`src/rtl/uart_cmd_pkg.sv`:
```
// Shared key codes, reply bytes, FSM state encoding and the hex-digit decoder
// used by the UART command decoder.
package uart_cmd_pkg;

  localparam logic [7:0] GO         = 8'h7A;
  localparam logic [7:0] STOP       = 8'h78;
  localparam logic [7:0] CLEAR      = 8'h63;
  localparam logic [7:0] LEFT       = 8'h61;
  localparam logic [7:0] RIGHT      = 8'h64;
  localparam logic [7:0] UP         = 8'h77;
  localparam logic [7:0] DOWN       = 8'h73;
  localparam logic [7:0] RESET      = 8'h1B;
  localparam logic [7:0] SET_PREFIX = 8'h53;

  localparam logic [7:0] ACK = 8'h06;
  localparam logic [7:0] NAK = 8'h15;

  typedef enum logic [1:0] {IDLE, GET_IDX, GET_VAL} state_e;

  typedef struct packed {
    logic       valid;
    logic [3:0] value;
  } hex_digit_t;

  // Only upper-case 'A'..'F' are accepted as hex digits.
  function automatic hex_digit_t hex_decode(input logic [7:0] b);
    hex_digit_t h;
    h.valid = 1'b0;
    h.value = 4'h0;
    if (b >= 8'h30 && b <= 8'h39) begin
      h.valid = 1'b1;
      h.value = 4'(b - 8'h30);
    end else if (b >= 8'h41 && b <= 8'h46) begin
      h.valid = 1'b1;
      h.value = 4'(b - 8'h37);
    end
    return h;
  endfunction

endpackage

```
`src/rtl/uart_cmd_decoder_if.sv`:
```
// UART-side handshake between uart_rx/uart_tx (master) and the command decoder (slave).
interface uart_cmd_decoder_if;
  logic       rx_done;
  logic [7:0] rx_data;
  logic       tx_busy;
  logic       tx_start;
  logic [7:0] tx_data;

  modport master (output rx_done, rx_data, tx_busy, input tx_start, tx_data);
  modport slave  (input rx_done, rx_data, tx_busy, output tx_start, tx_data);
endinterface

```
`src/rtl/uart_cmd_timeout.sv`:
```
// Inter-byte timeout: counts enabled cycles since the last clear and flags
// expiry once TIMEOUT_CYC cycles have elapsed.
module uart_cmd_timeout #(
  parameter int unsigned TIMEOUT_CYC = 100
) (
  input  logic clk,
  input  logic rst,
  input  logic clear,
  input  logic enable,
  output logic expired
);

  localparam int unsigned CNT_W = (TIMEOUT_CYC < 2) ? 1 : $clog2(TIMEOUT_CYC + 1);
  localparam logic [CNT_W-1:0] LAST = CNT_W'(TIMEOUT_CYC - 1);

  logic [CNT_W-1:0] count_q, count_d;

  always_comb begin
    count_d = count_q;
    if (clear) begin
      count_d = '0;
    end else if (enable && count_q != LAST) begin
      count_d = count_q + CNT_W'(1);
    end
  end

  always_ff @(posedge clk) begin
    if (rst) count_q <= '0;
    else     count_q <= count_d;
  end

  assign expired = enable && (count_q == LAST);

endmodule

```
`src/rtl/uart_cmd_decoder.sv`:
```
// Decodes UART bytes into stopwatch/button pulses, switch toggles and 'S' set commands.
// Optional ACK/NAK replies to the transmitter are enabled by defining UART_CMD_ACK_EN.
module uart_cmd_decoder
  import uart_cmd_pkg::*;
#(
  parameter int unsigned NUM_SW     = 5,
  parameter int unsigned CLK_HZ     = 100_000_000,
  parameter int unsigned TIMEOUT_MS = 100
) (
  input  logic              clk,
  input  logic              rst,
  uart_cmd_decoder_if.slave uart,
  output logic [2:0]        stopwatch_cntl,
  output logic [4:0]        btn_cntl,
  output logic [NUM_SW-1:0] sw_cntl,
  output logic              cmd_err
);

  localparam int unsigned TIMEOUT_CYC = CLK_HZ / 1000 * TIMEOUT_MS;

  state_e            state_q, state_d;
  logic [3:0]        idx_q, idx_d;
  logic [NUM_SW-1:0] sw_q, sw_d;
  logic [2:0]        stopwatch_q, stopwatch_d;
  logic [4:0]        btn_q, btn_d;
  logic              err_q, err_d;
  logic              result_ok;
  logic              expired;
  hex_digit_t        hex;
  logic [NUM_SW-1:0] toggle_mask, new_idx_mask, set_mask;

  // One-hot switch select; all-zero means the index is out of range.
  function automatic logic [NUM_SW-1:0] idx_mask(input logic [3:0] i);
    logic [NUM_SW-1:0] m;
    m = '0;
    for (int j = 0; j < int'(NUM_SW); j++) begin
      if (i == 4'(j)) m[j] = 1'b1;
    end
    return m;
  endfunction

  assign hex          = hex_decode(uart.rx_data);
  assign toggle_mask  = idx_mask(4'(uart.rx_data - 8'h31));
  assign new_idx_mask = idx_mask(hex.value);
  assign set_mask     = idx_mask(idx_q);

  uart_cmd_timeout #(.TIMEOUT_CYC(TIMEOUT_CYC)) u_timeout (
    .clk     (clk),
    .rst     (rst),
    .clear   (uart.rx_done || state_q == IDLE),
    .enable  (state_q != IDLE),
    .expired (expired)
  );

  // A received byte always takes priority over a timeout expiring in the same cycle.
  always_comb begin
    state_d     = state_q;
    idx_d       = idx_q;
    sw_d        = sw_q;
    stopwatch_d = '0;
    btn_d       = '0;
    err_d       = 1'b0;
    result_ok   = 1'b0;
    if (uart.rx_done) begin
      case (state_q)
        IDLE: begin
          result_ok = 1'b1;
          case (uart.rx_data)
            GO:         stopwatch_d = 3'b001;
            STOP:       stopwatch_d = 3'b010;
            CLEAR:      stopwatch_d = 3'b100;
            LEFT:       btn_d = 5'b00001;
            RIGHT:      btn_d = 5'b00010;
            UP:         btn_d = 5'b00100;
            DOWN:       btn_d = 5'b01000;
            RESET:      btn_d = 5'b10000;
            SET_PREFIX: begin
              result_ok = 1'b0;
              state_d   = GET_IDX;
            end
            default: begin
              if (uart.rx_data >= 8'h31 && uart.rx_data <= 8'h39 && |toggle_mask) begin
                sw_d = sw_q ^ toggle_mask;
              end else begin
                result_ok = 1'b0;
                err_d     = 1'b1;
              end
            end
          endcase
        end
        GET_IDX: begin
          if (hex.valid && |new_idx_mask) begin
            idx_d   = hex.value;
            state_d = GET_VAL;
          end else begin
            err_d   = 1'b1;
            state_d = IDLE;
          end
        end
        GET_VAL: begin
          state_d = IDLE;
          if (uart.rx_data == 8'h30) begin
            sw_d      = sw_q & ~set_mask;
            result_ok = 1'b1;
          end else if (uart.rx_data == 8'h31) begin
            sw_d      = sw_q | set_mask;
            result_ok = 1'b1;
          end else begin
            err_d = 1'b1;
          end
        end
        default: state_d = IDLE;
      endcase
    end else if (expired) begin
      err_d   = 1'b1;
      state_d = IDLE;
    end
  end

  always_ff @(posedge clk) begin
    if (rst) begin
      state_q     <= IDLE;
      idx_q       <= '0;
      sw_q        <= '0;
      stopwatch_q <= '0;
      btn_q       <= '0;
      err_q       <= 1'b0;
    end else begin
      state_q     <= state_d;
      idx_q       <= idx_d;
      sw_q        <= sw_d;
      stopwatch_q <= stopwatch_d;
      btn_q       <= btn_d;
      err_q       <= err_d;
    end
  end

  assign stopwatch_cntl = stopwatch_q;
  assign btn_cntl       = btn_q;
  assign sw_cntl        = sw_q;
  assign cmd_err        = err_q;

`ifdef UART_CMD_ACK_EN
  logic       pending_q, pending_d;
  logic [7:0] pending_data_q, pending_data_d;
  logic       tx_start_q, tx_start_d;
  logic [7:0] tx_data_q, tx_data_d;

  // Single reply slot: a fresh result overwrites whatever has not been sent yet.
  always_comb begin
    pending_d      = pending_q;
    pending_data_d = pending_data_q;
    tx_start_d     = 1'b0;
    tx_data_d      = tx_data_q;
    if (pending_q && !uart.tx_busy) begin
      tx_start_d = 1'b1;
      tx_data_d  = pending_data_q;
      pending_d  = 1'b0;
    end
    if (result_ok) begin
      pending_d      = 1'b1;
      pending_data_d = ACK;
    end else if (err_d) begin
      pending_d      = 1'b1;
      pending_data_d = NAK;
    end
  end

  always_ff @(posedge clk) begin
    if (rst) begin
      pending_q      <= 1'b0;
      pending_data_q <= 8'h00;
      tx_start_q     <= 1'b0;
      tx_data_q      <= 8'h00;
    end else begin
      pending_q      <= pending_d;
      pending_data_q <= pending_data_d;
      tx_start_q     <= tx_start_d;
      tx_data_q      <= tx_data_d;
    end
  end

  assign uart.tx_start = tx_start_q;
  assign uart.tx_data  = tx_data_q;
`else
  logic unused_ack_inputs;
  assign unused_ack_inputs = uart.tx_busy | result_ok;
  assign uart.tx_start     = 1'b0;
  assign uart.tx_data      = 8'h00;
`endif

endmodule

```
`src/flat_wrapper.sv`:
```
// flat-port wrapper written by rule: the top's interface ports become plain ports
module uart_cmd_decoder_flat import uart_cmd_pkg::*;
#(
  parameter int unsigned NUM_SW     = 5,
  parameter int unsigned CLK_HZ     = 100_000_000,
  parameter int unsigned TIMEOUT_MS = 100
)
  (clk, rst, stopwatch_cntl, btn_cntl, sw_cntl, cmd_err, uart_rx_done, uart_rx_data, uart_tx_busy, uart_tx_start, uart_tx_data);
  uart_cmd_decoder_if uart_i ();
  input  logic clk;
  input  logic rst;
  output logic [2:0] stopwatch_cntl;
  output logic [4:0] btn_cntl;
  output logic [NUM_SW-1:0] sw_cntl;
  output logic cmd_err;
  input wire logic [$bits(uart_i.rx_done)-1:0] uart_rx_done;
  input wire logic [$bits(uart_i.rx_data)-1:0] uart_rx_data;
  input wire logic [$bits(uart_i.tx_busy)-1:0] uart_tx_busy;
  output wire logic [$bits(uart_i.tx_start)-1:0] uart_tx_start;
  output wire logic [$bits(uart_i.tx_data)-1:0] uart_tx_data;
  assign uart_i.rx_done = uart_rx_done;
  assign uart_i.rx_data = uart_rx_data;
  assign uart_i.tx_busy = uart_tx_busy;
  assign uart_tx_start = uart_i.tx_start;
  assign uart_tx_data = uart_i.tx_data;
  uart_cmd_decoder #(.NUM_SW(NUM_SW), .CLK_HZ(CLK_HZ), .TIMEOUT_MS(TIMEOUT_MS)) u_core (.clk(clk), .rst(rst), .uart(uart_i), .stopwatch_cntl(stopwatch_cntl), .btn_cntl(btn_cntl), .sw_cntl(sw_cntl), .cmd_err(cmd_err));
endmodule
```
`config.mk`:
```
export PLATFORM = sky130hd
export DESIGN_NAME = uart_cmd_decoder_flat
export DESIGN_NICKNAME = d
export VERILOG_FILES = /design/src/rtl/uart_cmd_pkg.sv /design/src/rtl/uart_cmd_decoder_if.sv /design/src/rtl/uart_cmd_timeout.sv /design/src/rtl/uart_cmd_decoder.sv /design/src/flat_wrapper.sv
export SDC_FILE = /design/constraint.sdc
export NUM_CORES = 1
export LEC_CHECK = 0
export ABC_AREA = 1
export CAP_MARGIN = 20
export CORE_MARGIN = 3
export CORE_UTILIZATION = 53
export DETAILED_ROUTE_END_ITERATION = 10
export GPL_TIMING_DRIVEN = 0
export PLACE_DENSITY = 0.83
export SETUP_SLACK_MARGIN = 0.5
export SKIP_CTS_REPAIR_TIMING = 1
export SLEW_MARGIN = 10
export SYNTH_ARGS = -nofsm -noshare
export SYNTH_HDL_FRONTEND = slang
export SYNTH_HIERARCHICAL = 1
export SYNTH_SLANG_ARGS = --single-unit
```
`constraint.sdc`:
```
create_clock -name clk -period 2.79 [get_ports clk]
set_clock_uncertainty 0.1 [all_clocks]
set_input_delay 0.4185 -clock clk [delete_from_list [all_inputs] [get_ports clk]]
set_output_delay 0.4185 -clock clk [all_outputs]
set_load 0.1 [all_outputs]
```
---- After elaboration in Yosys (flattened, before gate mapping) ----
Index checks and enable logic that the tools add are counted.
Widths: inputs -> output; s select.
operators by class
  bitwise logic cells ..................... 6
  muxes and demuxes ....................... 37
  reductions and logical operators ........ 23
  $lt $le $gt $ge ......................... 5
  eq/ne operators ......................... 31
  $add $sub $neg .......................... 4
operator list
  operator               number
  $eq 8x7->1 const B     8
  $mux 5                 6
  $pmux 5 s5             1
  $add 24x1->24 const B  1
  $eq 24x24->1 const B   1
  $eq 4x2->1 const B     6
  $ne 24x24->1 const B   1
  $mux 1                 22
  $eq 8x6->1 const B     2
  $ge 8x6->1 const B     2
  $eq 4x1->1 const B     3
  $eq 4x3->1 const B     3
  $logic_not 4->1        3
  $pmux 5 s2             1
  $reduce_or 5->1        2
  $pmux 3 s3             1
  $reduce_or 9->1        1
  $eq 8x5->1 const B     1
  $ge 8x7->1 const B     1
  $le 8x6->1 const B     1
  $le 8x7->1 const B     1
  $mux 2                 4
  $sub 4x1->4 const B    2
  $logic_and 1x1->1      7
  21 further kinds       25
word-level totals
  output and inout port bits .............. 23
  bits in registers ....................... 44
  input bits .............................. 12

---- Logic depth before layout (Yosys ltp) ----
  word-level depth ........................ 11
  mapped depth ............................ 15
  depth with buffers taken out ............ 15

---- Cells and area by module ----
Netlist, hierarchy kept.
modules (own cells, without submodules)
  module            cells each  seq. area each (µm²)  area each (µm²)  times used
  uart_cmd_decoder  248         400.4                 1584.0           1
  uart_cmd_timeout  233         480.5                 1531.5           1

---- Least setup slack after synthesis ----
Ideal clock, no wire load.
  kind .................................... input to register
  start ................................... input uart_rx_data[0]
  end ..................................... register u_core.idx_q[0]
  cell stages on the path ................. 13
  library setup time ...................... 0.080 ns
  arrival time ............................ 1.663 ns
  setup slack ............................. 0.948 ns
  path through ............................ inv_1 > ha_1 > inv_1 > nor2_1 > nand3_1 > nand3_1 > nand2_1 > inv_1 > nand3_1 > nand2_2 > nand3_4 > nand2_1 > nor3b_1
on the way
  longest elaborated chain between the ends .. 9
ends and longest elaborated chain
  what                                      line                     text
  start: declaration                        flat_wrapper.sv:17       input wire logic [$bits(uart_i.rx_data)-1:0] uart_rx_data;
  $ge 8x7->1 or $le 8x7->1 (tied branches)  uart_cmd_pkg.sv:33       end else if (b >= 8'h41 && b <= 8'h46) begin
  $logic_and 1x1->1                         uart_cmd_pkg.sv:33
  $mux 5                                    uart_cmd_pkg.sv:33
  $mux 5 *                                  uart_cmd_pkg.sv:30       if (b >= 8'h30 && b <= 8'h39) begin
  $eq 4x1->1, or another cell as far along  uart_cmd_decoder.sv:37   if (i == 4'(j)) m[j] = 1'b1;
  $mux 1                                    uart_cmd_decoder.sv:37
  $reduce_or 5->1                           uart_cmd_decoder.sv:92   if (hex.valid && |new_idx_mask) begin
  $logic_and 1x1->1                         uart_cmd_decoder.sv:92
  $reduce_and 3->1 (no source line)         -
  end signal: assignment                    uart_cmd_decoder.sv:130  idx_q <= idx_d;
  end: declaration                          uart_cmd_decoder.sv:22   logic [3:0] idx_q, idx_d;
Mark *: on every way between the ends. The rest lies on a longest branch, timed or not.
A chain may end at the register's enable or synchronous reset.

---- Final worst setup path ----
  start ................................... register u_core.btn_q[2] (netlist: u_core/btn_cntl[2])
  end ..................................... output btn_cntl[2]
RTL lines
  what                      line                     text
  start: declaration        uart_cmd_decoder.sv:25   logic [4:0] btn_q, btn_d;
  start signal: assignment  uart_cmd_decoder.sv:133  btn_q <= btn_d;
  end: declaration          flat_wrapper.sv:13       output logic [4:0] btn_cntl;
No word-level cell between the ends.

==> key figures <==
Global route
  – Total GRT Usage: 0.226
  – First-pass GRT wire length: 12.1 mm
  – GRT overflow: 0
  – Vias in the first global route: 2715
  – Initial antenna violation count: 0
  – Largest net degree at the start of global routing: 14

Timing
  – F_max: between 400 and 500 MHz
  – Slew HR: 0.353
  – Post-route worst setup slack: about 0.54 ns
  – Final slew viol count: 0
  – Unrepaired setup endpoints after global routing: no
  – Final Setup Violations: 0
  – Setup_tns: 0 ns
  – Final Critical Period: 2.25 ns
  – Fin. Hold Viols: 0
  – Tcrit/Tclk final: 0.805
  – Slew @ Worst Pin: 0.969 ns

Yosys
  – Share of the synthesized area in the top cell type: 0.283
  – Synthesized cell area: 3120 sq um
  – Ys Warns: 6
  – Post-synthesis sequential area ratio: 0.283
  – Largest family of logic cells by synthesized area: simple AND/OR/NAND/NOR gates
  – Synth area leaders: dfxtp_1, nand2_1, nor2_1
  – Post-synthesis adder-cell area fraction: 0.0361
  – Area leader, netlist: dfxtp_1
  – Mapped Cells: just under 500
  – Compound-Gate Fraction of Synth Area: 0.0699
  – #FFs+latches synth: 44
  – Syn_area_per_cell: between 6 and 7 sq um
  – Mux cell area share after synthesis: 0
  – Synth Area in Simple Gates: 0.488
  – Unique cell type count in the Yosys netlist: 37
  – Post-Synth XOR/XNOR Area: 0.0112

Floorplanning
  – Die height: 82.7 um
  – Die width: 82.7 um
  – Die footprint: about 6800 sq um
  – Initial Util: 0.556
  – Core area: 5610 sq um
  – Row cnt: 27
  – Ports: 35

Clock network
  – CTS tree: yes
  – Maximum root-to-sink buffer count: 2
  – Clk pin slew, worst setup/hold paths: 0.08 ns
  – Clk Tree Root Cell: clkbuf_8
  – Max H-tree Level: 2
  – Worst skew pair latency: about 0.3 ns
  – Clock sinks: 44
  – CTS buffer count: 5

Routing
  – WL per Instance: 12.2 um
  – 1st-iter DRT viols: 199
  – TritonRoute pass-1 iters: 5
  – Antenna-violating nets left: 0
  – DRC: 0
  – Via density: 5.29
  – Total wire length: 7.22 mm
  – Routed vias: 3127

Worst setup path
  – Crit-path leading delay family: buffers and inverters
  – Crit-path slowest cell: clkdlybuf4s50_1
  – Crit start category: flop
  – Reg2Reg Depth: 7
  – Req. time, crit path: 2.27 ns
  – Reg-to-Reg End: u_core/u_timeout/count_q[10]
  – Delay of the slowest critical-path stage: 1.12 ns
  – CP max FO: 1
  – CP cell instances: clkdlybuf4s50_1
  – Critical R2R Launch: u_core/state_q[1]
  – Crit Path Class: flop to output port
  – Worst endpoint data arrival time: about 1.7 ns
  – Worst Setup End Kind: output port
  – CP Buf/Inv Count: 1
  – R2R setup slack: just under 0.9 ns

Power and ir drop
  – Peak supply drop: 253 uV
  – Power Density: slightly below 400 nW/um^2
  – Pleak: 1.64 nW
  – Tot Pwr: ~1.4 mW

Placed design
  – DP Worst Slack: ~0.017 ns
  – PortBufs: 22
  – Inst Count DP: 583
  – Post-DP HPWL: 5.55 mm
  – Placer congestion estimate: between 0.9 and 1

Hold path
  – Worst Hold Launch: u_core/idx_q[3]
  – Hold endpoint: u_core/idx_q[3]
  – Hold depth: 2
  – HP Class: flop to flop

Final layout
  – Final std cells w/o fill: 591
  – Fill count: 519
  – Most frequent cells in the layout: nand2_1, nor2_1, nand3_1, inv_1, dfxtp_1
  – Footprint of the multi-input gates: 1920 sq um
  – Antenna Cells: 0
  – Most common cell after layout, fill and taps aside: nand2_1
  – # nets final: 539
  – Sequential Area: around 880 sq um
  – Share of layout cells above drive strength 1: 0.139
  – Fin util: 0.642
  – Layout Area Growth over Synthesis: 15.6%

Status
  – Status: completed

Flow run
  – Max Cap Viol: 0
[synth_stat cells (all sizes together)]
master and number:
a21oi 21, a31oi 2, buf 14, clkbuf 2, clkinv 4, conb 1, dfxtp 44, ha 9
inv 54, nand2 123, nand3 59, nand3b 2, nand4 16, nor2 88, nor3 13, nor3b 6
nor4 2, o21ai 16, o32ai 1, xnor2 1, xor2 3
[layer usage]
layer,up-vias,GRT usage,wire (um)
met4,0,0.0719,129
met1,1396,0.299,3340
met5,-,0,0
met3,13,0.0477,450
met2,102,0.365,3300
li1,1616,-,-
[cells by family (layout without fill, tap and decap cells)]
logic type	Yosys count	in the layout
other	1	9
buffers and inverters	74	104
DFF	44	44
and+or+nand+nor	309	309
AOI/OAI and AO/OA	40	40
adders and majority gates	9	9
xor gates and xnor gates	4	4
[worst max path at each step]
stage | from | endpoint | depth (start not counted)
after floorplan | uart_rx_data[0] | u_core/idx_q[0] | 13
after global placement | uart_rx_data[1] | u_core/idx_q[1] | 11
after detailed placement | uart_rx_data[1] | u_core/idx_q[2] | 11
after CTS | uart_rx_data[1] | u_core/idx_q[1] | 11
after global routing | u_core/btn_cntl[1] | btn_cntl[1] | 1
final | u_core/btn_cntl[2] | btn_cntl[2] | 1
[report_power, final]
part / internal [mW] / switching (mW) / leakage, nW
Sequential: 0.633 / 0.00366 / 0.355
Combinational: 0.0650 / 0.196 / 1.22
Clock: 0.316 / 0.218 / 0.0645
Total: 1.01 / 0.418 / 1.64
[layout make-up]
type                       instances  area share
buffer                            16      0.0347
inverter                          58      0.0615
multi-input combinational        371       0.532
timing repair buffer              22      0.0667
sequential                        44       0.245
clock inverter                     1     0.00834
clock buffer                       7      0.0267
tap                               72      0.0250
[stage by stage]
| stage | hold slack, ns | instance area (sq um) |
|---|---|---|
| floorplan | 0.348 | 3150 |
| global placement | 0.365 | 3460 |
| detailed placement | 0.374 | 3460 |
| CTS | 0.367 | 3580 |
| global route | 0.381 | 3600 |
| finish | 0.386 | 3600 |
Power figures use the tool's default switching activity.
